## src/rtl/wb_arbiter_pkg.sv

```systemverilog
`default_nettype none
// ============================================================================
// Module      : wb_arbiter_pkg
// Description : Shared writeback-pipeline constants and types.
// Revision    : 1.0 - initial release
// ============================================================================
package wb_arbiter_pkg;

    localparam int unsigned C_DATA_W     = 32;
    localparam int unsigned C_ADDR_W     = 5;
    localparam int unsigned C_FIFO_DEPTH = 2;
    localparam int unsigned C_PTR_W      = $clog2(C_FIFO_DEPTH);
    localparam int unsigned C_CNT_W      = $clog2(C_FIFO_DEPTH + 1);

    typedef struct packed {
        logic [C_DATA_W-1:0] data;
        logic [C_ADDR_W-1:0] addr;
        logic [C_DATA_W-1:0] instr;
        logic [C_DATA_W-1:0] pc;
    } wb_entry_t;

    typedef enum logic [1:0] {
        SRC_IDLE = 2'd0,
        SRC_MULT = 2'd1,
        SRC_FIFO = 2'd2,
        SRC_ALU  = 2'd3
    } wb_src_e;

endpackage
`default_nettype wire

```

## src/rtl/wb_skid_fifo.sv

```systemverilog
`default_nettype none
// ============================================================================
// Module      : wb_skid_fifo
// Description : Two-entry skid buffer holding deferred ALU writeback results.
// Revision    : 1.0 - initial release
// ============================================================================
module wb_skid_fifo
    import wb_arbiter_pkg::*;
(
    input  logic               clk,
    input  logic               rst_n,
    input  logic               i_push,
    input  wb_entry_t          i_push_entry,
    input  logic               i_pop,
    output wb_entry_t          o_head,
    output logic [C_CNT_W-1:0] o_count,
    output logic               o_full,
    output logic               o_empty
);

    wb_entry_t          r_mem [C_FIFO_DEPTH];
    logic [C_PTR_W-1:0] r_wr_ptr;
    logic [C_PTR_W-1:0] r_rd_ptr;
    logic [C_CNT_W-1:0] r_count;
    logic               w_pop_ok;
    logic               w_push_ok;

    assign o_count   = r_count;
    assign o_full    = (r_count == C_CNT_W'(C_FIFO_DEPTH));
    assign o_empty   = (r_count == '0);
    assign o_head    = r_mem[r_rd_ptr];

    // A push into a full buffer is accepted only when the head leaves the same cycle.
    assign w_pop_ok  = i_pop && !o_empty;
    assign w_push_ok = i_push && (!o_full || w_pop_ok);

    always_ff @(posedge clk) begin
        if (w_push_ok) begin
            r_mem[r_wr_ptr] <= i_push_entry;
        end
    end

    always_ff @(posedge clk or negedge rst_n) begin
        if (!rst_n) begin
            r_wr_ptr <= '0;
            r_rd_ptr <= '0;
            r_count  <= '0;
        end else begin
            if (w_push_ok) begin
                r_wr_ptr <= r_wr_ptr + 1'b1;
            end
            if (w_pop_ok) begin
                r_rd_ptr <= r_rd_ptr + 1'b1;
            end
            case ({w_push_ok, w_pop_ok})
                2'b10:   r_count <= r_count + C_CNT_W'(1);
                2'b01:   r_count <= r_count - C_CNT_W'(1);
                default: r_count <= r_count;
            endcase
        end
    end

endmodule
`default_nettype wire

```

## src/rtl/wb_arbiter.sv

```systemverilog
`default_nettype none
// ============================================================================
// Module      : wb_arbiter
// Description : Writeback arbiter merging multiplier and ALU results onto the
//               single register-file write port.
// Revision    : 1.0 - initial release
// ============================================================================
module wb_arbiter
    import wb_arbiter_pkg::*;
(
    input  logic                clk_i,
    input  logic                rsn_i,
    input  logic [C_DATA_W-1:0] mult_int_write_data_i,
    input  logic [C_ADDR_W-1:0] mult_write_addr_i,
    input  logic                mult_int_write_enable_i,
    input  logic [C_DATA_W-1:0] mult_instruction_i,
    input  logic [C_DATA_W-1:0] mult_pc_i,
    input  logic [C_DATA_W-1:0] alu_int_write_data_i,
    input  logic [C_ADDR_W-1:0] alu_write_addr_i,
    input  logic                alu_int_write_enable_i,
    input  logic [C_DATA_W-1:0] alu_instruction_i,
    input  logic [C_DATA_W-1:0] alu_pc_i,
    output logic [C_DATA_W-1:0] rf_write_data_o,
    output logic [C_ADDR_W-1:0] rf_write_addr_o,
    output logic                rf_write_enable_o,
    output logic [C_DATA_W-1:0] wb_instruction_o,
    output logic [C_DATA_W-1:0] wb_pc_o,
    output logic                stall_o,
    output logic                overflow_o
);

    wb_src_e            w_src;
    wb_entry_t          w_mult_entry;
    wb_entry_t          w_alu_entry;
    wb_entry_t          w_head;
    wb_entry_t          w_sel;
    logic               w_push;
    logic               w_pop;
    logic               w_full;
    logic               w_empty;
    logic               w_alu_defer;
    logic               w_drop;
    logic [C_CNT_W-1:0] w_count;

    logic [C_DATA_W-1:0] r_rf_data;
    logic [C_ADDR_W-1:0] r_rf_addr;
    logic                r_rf_we;
    logic [C_DATA_W-1:0] r_wb_instr;
    logic [C_DATA_W-1:0] r_wb_pc;
    logic                r_overflow;

    assign w_mult_entry = '{data:  mult_int_write_data_i,
                            addr:  mult_write_addr_i,
                            instr: mult_instruction_i,
                            pc:    mult_pc_i};
    assign w_alu_entry  = '{data:  alu_int_write_data_i,
                            addr:  alu_write_addr_i,
                            instr: alu_instruction_i,
                            pc:    alu_pc_i};

    // Buffered ALU results outrank a fresh ALU result to keep program order.
    always_comb begin
        w_src = SRC_IDLE;
        if (mult_int_write_enable_i) begin
            w_src = SRC_MULT;
        end else if (!w_empty) begin
            w_src = SRC_FIFO;
        end else if (alu_int_write_enable_i) begin
            w_src = SRC_ALU;
        end
    end

    always_comb begin
        w_sel = w_head;
        case (w_src)
            SRC_MULT: w_sel = w_mult_entry;
            SRC_ALU:  w_sel = w_alu_entry;
            default:  w_sel = w_head;
        endcase
    end

    assign w_pop       = (w_src == SRC_FIFO);
    assign w_alu_defer = alu_int_write_enable_i && (w_src != SRC_ALU);
    assign w_push      = w_alu_defer && (!w_full || w_pop);
    assign w_drop      = w_alu_defer && w_full && !w_pop;

    wb_skid_fifo u_skid_fifo (
        .clk          (clk_i),
        .rst_n        (rsn_i),
        .i_push       (w_push),
        .i_push_entry (w_alu_entry),
        .i_pop        (w_pop),
        .o_head       (w_head),
        .o_count      (w_count),
        .o_full       (w_full),
        .o_empty      (w_empty)
    );

    // Idle cycles hold the payload; writes to x0 retire without a strobe.
    always_ff @(posedge clk_i or negedge rsn_i) begin
        if (!rsn_i) begin
            r_rf_data  <= '0;
            r_rf_addr  <= '0;
            r_rf_we    <= 1'b0;
            r_wb_instr <= '0;
            r_wb_pc    <= '0;
            r_overflow <= 1'b0;
        end else begin
            r_rf_we <= 1'b0;
            if (w_src != SRC_IDLE) begin
                r_rf_data  <= w_sel.data;
                r_rf_addr  <= w_sel.addr;
                r_rf_we    <= (w_sel.addr != '0);
                r_wb_instr <= w_sel.instr;
                r_wb_pc    <= w_sel.pc;
            end
            if (w_drop) begin
                r_overflow <= 1'b1;
            end
        end
    end

    assign rf_write_data_o   = r_rf_data;
    assign rf_write_addr_o   = r_rf_addr;
    assign rf_write_enable_o = r_rf_we;
    assign wb_instruction_o  = r_wb_instr;
    assign wb_pc_o           = r_wb_pc;
    assign overflow_o        = r_overflow;
    assign stall_o           = (w_count != '0);

endmodule
`default_nettype wire
```

## config.mk

```make
export PLATFORM = sky130hd
export DESIGN_NAME = wb_arbiter
export DESIGN_NICKNAME = d
export VERILOG_FILES = /design/src/rtl/wb_arbiter_pkg.sv /design/src/rtl/wb_skid_fifo.sv /design/src/rtl/wb_arbiter.sv
export SDC_FILE = /design/constraint.sdc
export NUM_CORES = 1
export LEC_CHECK = 0
export ABC_AREA = 1
export ABC_CLOCK_PERIOD_IN_PS = 6500
export CAP_MARGIN = 20
export CELL_PAD_IN_SITES_DETAIL_PLACEMENT = 0
export CELL_PAD_IN_SITES_GLOBAL_PLACEMENT = 2
export CORE_MARGIN = 3
export CORE_UTILIZATION = 25
export CTS_BUF_LIST = sky130_fd_sc_hd__clkbuf_4 sky130_fd_sc_hd__clkbuf_8 sky130_fd_sc_hd__clkbuf_16
export DETAILED_ROUTE_END_ITERATION = 10
export PLACE_DENSITY = 0.69
export SYNTH_ARGS = -nofsm -noshare
export SYNTH_HDL_FRONTEND = slang
export SYNTH_SLANG_ARGS = --single-unit
```

## constraint.sdc

```tcl
create_clock -name clk_i -period 6.5 [get_ports clk_i]
set_input_delay 0.975 -clock clk_i [delete_from_list [all_inputs] [get_ports clk_i]]
set_output_delay 0.975 -clock clk_i [all_outputs]
set_load 0.05 [all_outputs]
```

==> flow_summary_export.csv, run 1 <==
group,metric,value,unit
grt,grt_pass1_wl,56000,µm
grt,grt_overflow_total,0,
worst_setup_path,end_kind,"flip-flop",
worst_setup_path,critPathLaunchType,"primary input",
floorplanning,ios,310,
yosys,synth_area,0.0125,mm²
power_and_ir_drop,leakagePower,6.81,nW
yosys,ys_async_sr_fraction,34.6,%
worst_setup_path,r2r_start,"u_skid_fifo.o_count[0]",
floorplanning,die_w,229,µm
grt,grt_pass1_vias,9310,
grt,antenna_found_initial,4,
worst_setup_path,rr_endpoint,"u_skid_fifo.r_mem[0][86]",
cells_and_area,layout-drive-gt1-share,6.51,%
clocking,clock_sinks,309,
detailed_routing,vias,8790,
clocking,path_clk_slew,0.06,ns
yosys,yosys-top-cells-area,"edfxtp_1 (49%), dfrtp_1 (21%), nand2_1 (11%)",
yosys,synth_top_family_by_area,"simple AND/OR/NAND/NOR gates",
yosys,synth_edf_count,202,
clocking,cts-buffers-inserted,38,
sta,final_hold_viol_count,0,
yosys,synth_compound_area_share,7.73,%
sta,fmax,303,MHz
placement,numPlacedInstances,1976,
yosys,synth_ff_type,"edfxtp_1",
detailed_routing,vias_per_cell,4.29,
sta,setup_violations,0,
grt,grt_util_all_layers,13.7,%
worst_setup_path,cp_slowest_stage_delay,0.75,ns
placement,pre_cts_ws,2.56,ns
yosys,synth_xor_xnor_area_share,0.281,%
worst_setup_path,r2r_setup_slack,3.73,ns
detailed_routing,wl,36100,µm
cells_and_area,nFillCells,4985,
floorplanning,rows,81,
placement,gp_congestion,0.732,
clocking,cts_setup_buffers,0,
sta,clock-skew-final,0.0221,ns
yosys,ys_warn_count,0,
yosys,yosysSeqAreaShare,70.2,%
sta,slew_headroom,33.7,%
yosys,synth_cell_types,26,
cells_and_area,fin_nets,1559,
clocking,ctsResizeCount,0,
floorplanning,die-area,0.0526,mm²
yosys,synthSimpleGateAreaFrac,13.1,%
worst_hold_path,hold_path_class,"in -> async",
worst_setup_path,crit_cells,7,
sta,slew_violations,0,
placement,port_buffers,309,
yosys,postSynthCellCount,1048,
yosys,syn_nets,1255,
worst_setup_path,worstPathMaxFanout,43,
worst_setup_path,crit_arrival,3.48,ns
detailed_routing,drc_errors,0,
worst_setup_path,rr_worst_depth,5,
yosys,synthAdderAreaFrac,0.100,%
yosys,yosysTopAreaCell,"edfxtp_1",
grt,grt_start_max_net_pins,82,
floorplanning,start_util,25.4,%
sta,rsz0062_at_grt,"false",
worst_setup_path,critPathTopFamily,"buffers and inverters",
power_and_ir_drop,power_density,444,mW/mm²
clocking,root_buffer,"clkbuf_16",
detailed_routing,antenna_left,0,
clocking,cts_tree,"yes",
yosys,avgSynthCellArea,11.9,µm²
clocking,clk_path_buf_depth,3,
worst_setup_path,cp_cell_sequence,"clkdlybuf4s50_1, inv_1, nor2_2, nand2_2, nand3_1, nor2_4, buf_4",
worst_setup_path,crit_buf_inv,3,
power_and_ir_drop,ir_drop,0.000188,V
sta,timing.final.crit_share,50.9,%
yosys,synth_top_cell_area_share,48.7,%
worst_setup_path,critPathKind,"in -> reg",
clocking,h-tree-depth,2,
detailed_routing,first_iter_violations,502,
worst_setup_path,critPathRequiredTime,6.67,ns
flow_run,drv_cap,0,
sta,setup_ws,3.19,ns
yosys,synth_mux_area_share,5.78,%
floorplanning,core_region_area,0.0491,mm²
floorplanning,die_y,229,µm
cells_and_area,final_cells,2047,
detailed_routing,avgRoutedWirePerCell,17.7,µm
cells_and_area,area_growth_syn_to_layout,40.0,%
clocking,clk_latency,0.55,ns
placement,hpwl,23800,µm
sta,tns,0,ns
worst_setup_path,cpMaxStageDelayCell,"nor2_4",
clocking,holdBufCountCts,0,
detailed_routing,firstDrtPassIters,4,
status,status,"complete, no violations",
sta,period_needed,3.31,ns
yosys,synth-seq-cells,309,
sta,worstMarginPinSlew,0.994,ns
-- per-stage QoR --
| stage | instance area (µm²) | utilization, % | power, mW | hold slack [ns] |
|---|---|---|---|---|
| after floorplan | 12500 | - | 4.76 | 0.527 |
| after global placement | 16200 | 33.0 | 5.74 | 0.473 |
| after detailed placement | 16200 | 33.0 | 5.76 | 0.478 |
| after CTS | 17400 | 35.6 | 7.89 | 0.481 |
| after global routing | 17400 | 35.6 | 8.17 | 0.499 |
| final | 17400 | 35.6 | 7.74 | 0.467 |
-- final cells by class --
type / count / area (µm²) / share of cell area, %
Inverter: 12 / 48.8 / 0.280
Clock buffer: 58 / 1140 / 6.56
Sequential cell: 309 / 8750 / 50.2
Timing Repair Buffer: 319 / 3180 / 18.2
Tap cell: 664 / 831 / 4.76
Clock inverter: 12 / 109 / 0.624
Multi-Input combinational cell: 672 / 3380 / 19.4
Antenna cell: 1 / 2.50 / 0.0143
-- cells in the mapped netlist (7+ instances only) --
cell and instances:
edfxtp_1 202, nor2_1 19, nand2_1 360, a21oi_1 73, mux2i_1 72, inv_1 7, a22oi_1 24, clkbuf_1 9
nand3_1 30, buf_2 33, buf_4 7, dfrtp_1 107, o21ai_1 79
-- sequential cells by signal (all words and copies together), names as in the netlist --
register and cells:
wb_instruction_o 32, rf_write_data_o 32, u_skid_fifo.r_wr_ptr 1, rf_write_enable_o 1, rf_write_addr_o 5, wb_pc_o 32, u_skid_fifo.r_rd_ptr 1, u_skid_fifo.o_count 2
overflow_o 1, u_skid_fifo.r_mem 202
-- power breakdown --
| part | total [mW] | switching (mW) | leakage [nW] | internal, mW |
|---|---|---|---|---|
| combinational | 2.73 | 1.82 | 3.02 | 0.911 |
| sequential | 2.93 | 0.253 | 3.16 | 2.67 |
| clock | 2.08 | 0.818 | 0.629 | 1.26 |
-- per-layer routing --
metal,GRT usage [%],wire length (µm),up-vias
li1,-,-,4272
met2,22.8,17400,207
met4,3.31,626,6
met1,17.8,15900,4253
met5,0,41,-
met3,3.86,2100,52
-- cell usage in the layout (no fill, tap or decap), types with 3 or more instances in the layout --
| master | instances |
|---|---|
| clkinv_1 | 5 |
| o21ai_1 | 79 |
| clkbuf_4 | 15 |
| a22oi_1 | 24 |
| mux2i_1 | 72 |
| clkbuf_8 | 4 |
| nand3_1 | 30 |
| o21ai_0 | 3 |
| clkbuf_16 | 39 |
| a21oi_1 | 73 |
| clkdlybuf4s50_1 | 307 |
| edfxtp_1 | 202 |
| nand2_1 | 360 |
| nor2_1 | 17 |
| buf_4 | 11 |
| dfrtp_1 | 106 |
| inv_1 | 7 |
| clkinv_2 | 4 |
-- cell families (layout without fill, tap and decap cells) --
family,Yosys count,count (layout)
AND/OR/NAND/NOR,415,415
XOR/XNOR,4,4
other,0,1
multiplexers,72,72
flip-flops,309,309
adder cells (fa/ha/maj),1,1
buffers and inverters,67,401
AO/OA/AOI/OAI,180,180
-- how the worst max path moves through the flow --
stage                                       start                       end  slack, ns
after floorplan            alu_int_write_enable_i   u_skid_fifo.r_mem[0][0]       0.39
after global placement     alu_int_write_enable_i  u_skid_fifo.r_mem[0][93]       2.57
after global routing      mult_int_write_enable_i  u_skid_fifo.r_mem[0][86]       2.93
after CTS                  alu_int_write_enable_i  u_skid_fifo.r_mem[0][86]       3.14
after detailed placement   alu_int_write_enable_i  u_skid_fifo.r_mem[0][95]       2.56
final                      alu_int_write_enable_i  u_skid_fifo.r_mem[0][86]       3.19
Note: power is estimated with default switching activity, not from simulation.
==> inputs of run 2 (changes only) <==
Settings changed: ABC_CLOCK_PERIOD_IN_PS 6500 to 2900, PLACE_DENSITY 0.69 to 0.72.
Clock period 6.5 ns to 2.9 ns, I/O delays scaled along.
==> run 2 against run 1 <==
Effect of this change:
- non-clock buffer count up 10
- critical path depth decreased by 4
- register-to-register slack got worse by 2.8 ns
- wire length grew 1.1%
- largest power group unchanged
==> flow_summary_export.csv, run 2 (synthesized netlist as in run 1, its figures left out) <==
group,metric,value,unit
status,status,"complete, no violations",
grt,grt_pass1_wl,56300,µm
worst_setup_path,critPathRequiredTime,2.47,ns
sta,period_needed,2.51,ns
detailed_routing,firstDrtPassIters,4,
grt,grtUsageMet2,22.4,%
grt,antenna_found_initial,4,
grt,top_usage_layer,"met2",
floorplanning,start_util,25.4,%
cells_and_area,post-route-util,36.2,%
floorplanning,die-area,0.0526,mm²
floorplanning,core_region_area,0.0491,mm²
placement,pre_cts_ws,0.498,ns
placement,port_buffers,309,
worst_setup_path,critPathLaunchType,"flip-flop",
clocking,clk_path_buf_depth,3,
detailed_routing,vias_per_cell,4.28,
floorplanning,ios,310,
sta,final_hold_viol_count,0,
worst_setup_path,worstPathMaxFanout,8,
cells_and_area,area_growth_syn_to_layout,42.4,%
sta,clock-skew-final,0.00898,ns
cells_and_area,max_flop_register,"u_skid_fifo.r_mem",
floorplanning,die_w,229,µm
worst_setup_path,crit_arrival,2.08,ns
clocking,clk_latency,0.53,ns
power_and_ir_drop,leakagePower,6.94,nW
detailed_routing,first_iter_violations,447,
sta,timing.final.crit_share,86.7,%
grt,use_met1,18.3,%
sta,tns,0,ns
cells_and_area,final_cells,2056,
cells_and_area,largest_reg_flops,202,
floorplanning,die_y,229,µm
worst_setup_path,r2r_start,"u_skid_fifo.o_count[0]",
flow_run,drv_cap,0,
detailed_routing,antenna_left,0,
power_and_ir_drop,power_density,1010,mW/mm²
placement,placed_area,0.0163,mm²
cells_and_area,fin_nets,1568,
worst_setup_path,rr_endpoint,"u_skid_fifo.r_mem[1][3]",
grt,use_met3,4.14,%
clocking,cts-buffers-inserted,37,
sta,whs,0.345,ns
clocking,h-tree-depth,2,
clocking,root_buffer,"clkbuf_16",
grt,grt_util_all_layers,13.8,%
detailed_routing,vias,8802,
sta,slew_violations,0,
sta,setup_ws,0.386,ns
grt,grt_overflow_total,0,
detailed_routing,wl,36500,µm
worst_hold_path,hold_path_class,"in -> async",
detailed_routing,drc_errors,0,
clocking,cts_tree,"yes",
detailed_routing,avgRoutedWirePerCell,17.8,µm
clocking,clock_sinks,309,
placement,hpwl,24200,µm
sta,fmax,398,MHz
sta,rsz0062_at_grt,"false",
worst_setup_path,r2r_setup_slack,0.96,ns
sta,setup_violations,0,
clocking,cts_setup_buffers,0,
power_and_ir_drop,power.total,18.0,mW
cells_and_area,layout-drive-gt1-share,7.12,%
worst_setup_path,critPathKind,"reg -> out",
worst_setup_path,end_kind,"output pin",
power_and_ir_drop,ir_drop,0.000428,V
floorplanning,rows,81,
placement,gp_congestion,0.720,
clocking,ctsResizeCount,0,
sta,slew_headroom,56.1,%
sta,worstMarginPinSlew,0.659,ns
grt,grt_start_max_net_pins,76,
worst_setup_path,rr_worst_depth,5,
placement,numPlacedInstances,1985,
grt,grt_pass1_vias,9270,
clocking,path_clk_slew,0.06,ns
cells_and_area,finalInstanceArea,0.0177,mm²
cells_and_area,final_common_cell,"nand2_1",
cells_and_area,final_cell_mix,"nand2_1 (360), clkdlybuf4s50_1 (307), edfxtp_1 (202)",
## run 2: cell types whose count changed in the layout (fill, tap and decap cells not counted), sizes merged
cell,previous run,this run
buf,12,21
clkbuf,58,49
bufinv,1,8
clkinv,11,8
clkinvlp,1,4
diode,1,2
dlygate4sd3,0,1
## run 2: worst max-delay path, stage by stage, from the launching register on
cell and delay (ns):
dfrtp_1 0.51, nor2_8 0.11, inv_1 0.07, clkdlybuf4s50_1 0.87
## run 2: cell type report
class                   instances  area, µm²
fillers                      4843      31300
flip-flops and latches        309       8750
multi-input cells             672       3380
repair buffers                329       3340
clock buffers                  49       1080
well taps                     664        831
clock inverters                19        310
inverters                      12       48.8
diodes                          2       5.00
## run 2: power breakdown
group	total, mW	switching, mW	internal (mW)
Combinational	6.34	4.21	2.14
Clock	5.17	1.84	3.33
Sequential	6.47	0.481	5.99
## run 2: worst max path at each step
stage	from	endpoint
2_1_floorplan	u_skid_fifo.o_count[0]	u_skid_fifo.r_mem[0][0]
3_3_place_gp	alu_int_write_enable_i	u_skid_fifo.o_count[1]
3_5_place_dp	alu_int_write_enable_i	u_skid_fifo.r_mem[1][3]
4_1_cts	u_skid_fifo.o_count[0]	stall_o
5_1_grt	u_skid_fifo.o_count[0]	stall_o
6_report	u_skid_fifo.o_count[0]	stall_o
## run 2: timing repair
item                                   CTS  global route
setup endpoints to repair                0             0
hold buffers                             1             0
endpoints found under the hold margin   23             0
## run 2: routing by layer
layer  part of all wire [%]  wire length [µm]
met2                     47             17100
met4                    1.7               632
met5                  0.090                33
met1                     45             16400
met3                    6.6              2420
==> inputs of run 3 (changes only) <==
Settings changed: GPL_ROUTABILITY_DRIVEN set to 0, SETUP_SLACK_MARGIN set to 0.15.
==> run 3 against run 2 <==
Effect of this change:
- combinational power decreased by 1%
- design area decreased by 0.73%
- clock skew increased by 0.0094 ns
- critical path depth unchanged
- clock power decreased by 10%
- non-clock buffer count unchanged
- wire length decreased by 0.47%
- sequential share of layout area increased by 0.37 points
- count of clock-buffer cells in the layout increased by 5
- register-to-register slack got worse by 0.07 ns
- via count decreased by 0.16%
- fmax increased by 1.0%
- critical path type unchanged
- critical endpoint unchanged
- largest power group unchanged
==> flow_summary_export.csv, run 3 (synthesized netlist as in run 1, its figures left out) <==
group,metric,value,unit
status,status,"complete, no violations",
floorplanning,ios,310,
worst_setup_path,critPathKind,"reg -> out",
worst_setup_path,critPathLaunchType,"flip-flop",
sta,fmax,402,MHz
sta,timing.final.crit_share,85.8,%
clocking,cts_setup_buffers,0,
cells_and_area,final_common_cell,"nand2_1",
cells_and_area,final_cells,2056,
floorplanning,die_y,229,µm
clocking,clock_sinks,309,
grt,grt_start_max_net_pins,64,
grt,grtUsageMet2,22.3,%
grt,grt_overflow_total,0,
grt,antenna_found_initial,9,
clocking,cts_tree,"yes",
worst_setup_path,r2r_setup_slack,0.89,ns
power_and_ir_drop,leakagePower,6.89,nW
placement,port_buffers,309,
worst_hold_path,hold_path_class,"in -> reg",
cells_and_area,max_flop_register,"u_skid_fifo.r_mem",
sta,rsz0062_at_grt,"false",
cells_and_area,layout-drive-gt1-share,7.07,%
cells_and_area,post-route-util,35.9,%
detailed_routing,first_iter_violations,387,
worst_setup_path,rr_endpoint,"rf_write_data_o[19]",
cells_and_area,nFillCells,4927,
clocking,clk_path_buf_depth,3,
detailed_routing,vias_per_cell,4.27,
floorplanning,rows,81,
detailed_routing,drc_errors,0,
cells_and_area,area_growth_syn_to_layout,41.4,%
worst_setup_path,worstPathMaxFanout,8,
worst_setup_path,crit_arrival,2.05,ns
detailed_routing,firstDrtPassIters,4,
worst_setup_path,r2r_start,"u_skid_fifo.r_rd_ptr",
cells_and_area,regArea,0.00875,mm²
placement,placed_area,0.0164,mm²
cells_and_area,finalInstanceArea,0.0176,mm²
flow_run,drv_cap,0,
worst_setup_path,end_kind,"output pin",
detailed_routing,antenna_left,0,
clocking,clk_latency,0.54,ns
clocking,path_clk_slew,0.06,ns
cells_and_area,multi_input_area,0.00340,mm²
cells_and_area,final_cell_mix,"nand2_1 (360), clkdlybuf4s50_1 (307), edfxtp_1 (202)",
floorplanning,core_region_area,0.0491,mm²
cells_and_area,largest_reg_flops,202,
detailed_routing,wl,36400,µm
worst_setup_path,endpoint,"stall_o",
sta,clock-skew-final,0.0184,ns
detailed_routing,vias,8788,
power_and_ir_drop,ir_drop,0.000431,V
worst_setup_path,rr_worst_depth,6,
grt,use_met1,17.9,%
clocking,root_buffer,"clkbuf_16",
worst_setup_path,worstSetupStartpoint,"u_skid_fifo.o_count[1]",
sta,slew_headroom,56.2,%
floorplanning,die-area,0.0526,mm²
grt,grt_pass1_wl,56700,µm
grt,grt_util_all_layers,13.9,%
detailed_routing,avgRoutedWirePerCell,17.7,µm
placement,numPlacedInstances,1985,
grt,top_usage_layer,"met2",
clocking,cts-buffers-inserted,36,
grt,use_met3,4.30,%
placement,hpwl,24200,µm
clocking,h-tree-depth,2,
sta,slew_violations,0,
sta,final_hold_viol_count,0,
sta,period_needed,2.49,ns
sta,setup_violations,0,
grt,grt_pass1_vias,9336,
power_and_ir_drop,power_density,991,mW/mm²
floorplanning,die_w,229,µm
sta,worstMarginPinSlew,0.657,ns
worst_setup_path,critPathRequiredTime,2.47,ns
sta,tns,0,ns
floorplanning,start_util,25.4,%
cells_and_area,fin_nets,1567,
-- run 3: final cells by class --
class                   instances  share of cell area [%]
clock inverters                11                   0.810
flip-flops and latches        309                    49.7
clock buffers                  54                    6.16
diodes                          5                  0.0710
inverters                      12                   0.277
well taps                     664                    4.72
repair buffers                329                    19.0
multi-input cells             672                    19.3
-- run 3: critical path: stages, from the launching register on --
cell and delay, ns:
dfrtp_1 0.48, nor2_8 0.09, inv_1 0.06, clkdlybuf4s50_1 0.88
-- run 3: layer usage --
metal	share of wire, %	up-vias
met5	0.11	-
met4	2.4	6
met3	6.7	52
met2	46	222
met1	45	4221
li1	-	4287
-- run 3: worst min-delay path by stage --
stage,start,to,slack (ns),depth (start not counted)
6_report,mult_int_write_enable_i,wb_instruction_o[9],0.32,3
4_1_cts,mult_int_write_enable_i,wb_instruction_o[9],0.28,3
2_1_floorplan,rsn_i,overflow_o,0.14,0
5_1_grt,mult_int_write_enable_i,wb_instruction_o[9],0.31,3
3_3_place_gp,rsn_i,wb_instruction_o[12],0.46,1
3_5_place_dp,rsn_i,wb_instruction_o[12],0.48,1
-- run 3: repair_timing --
action | 4_1_cts | 5_1_grt
gates resized for setup | 0 | 0
endpoints found under the hold margin | 33 | 0
hold buffers | 1 | 0
-- run 3: metrics by stage --
step	total power, mW	worst slack, ns	hold WS [ns]
2_1_floorplan	10.6	0.182	0.139
3_3_place_gp	13.0	0.551	0.459
3_5_place_dp	13.0	0.539	0.476
4_1_cts	17.8	0.336	0.279
5_1_grt	18.5	0.302	0.309
6_report	17.5	0.411	0.320
-- run 3: power breakdown --
group	leakage, nW	switching, mW	internal [mW]	total, mW
Sequential	3.16	0.580	5.99	6.57
Clock	0.618	1.78	2.87	4.64
Combinational	3.11	4.10	2.15	6.26
Total	6.89	6.46	11.0	17.5
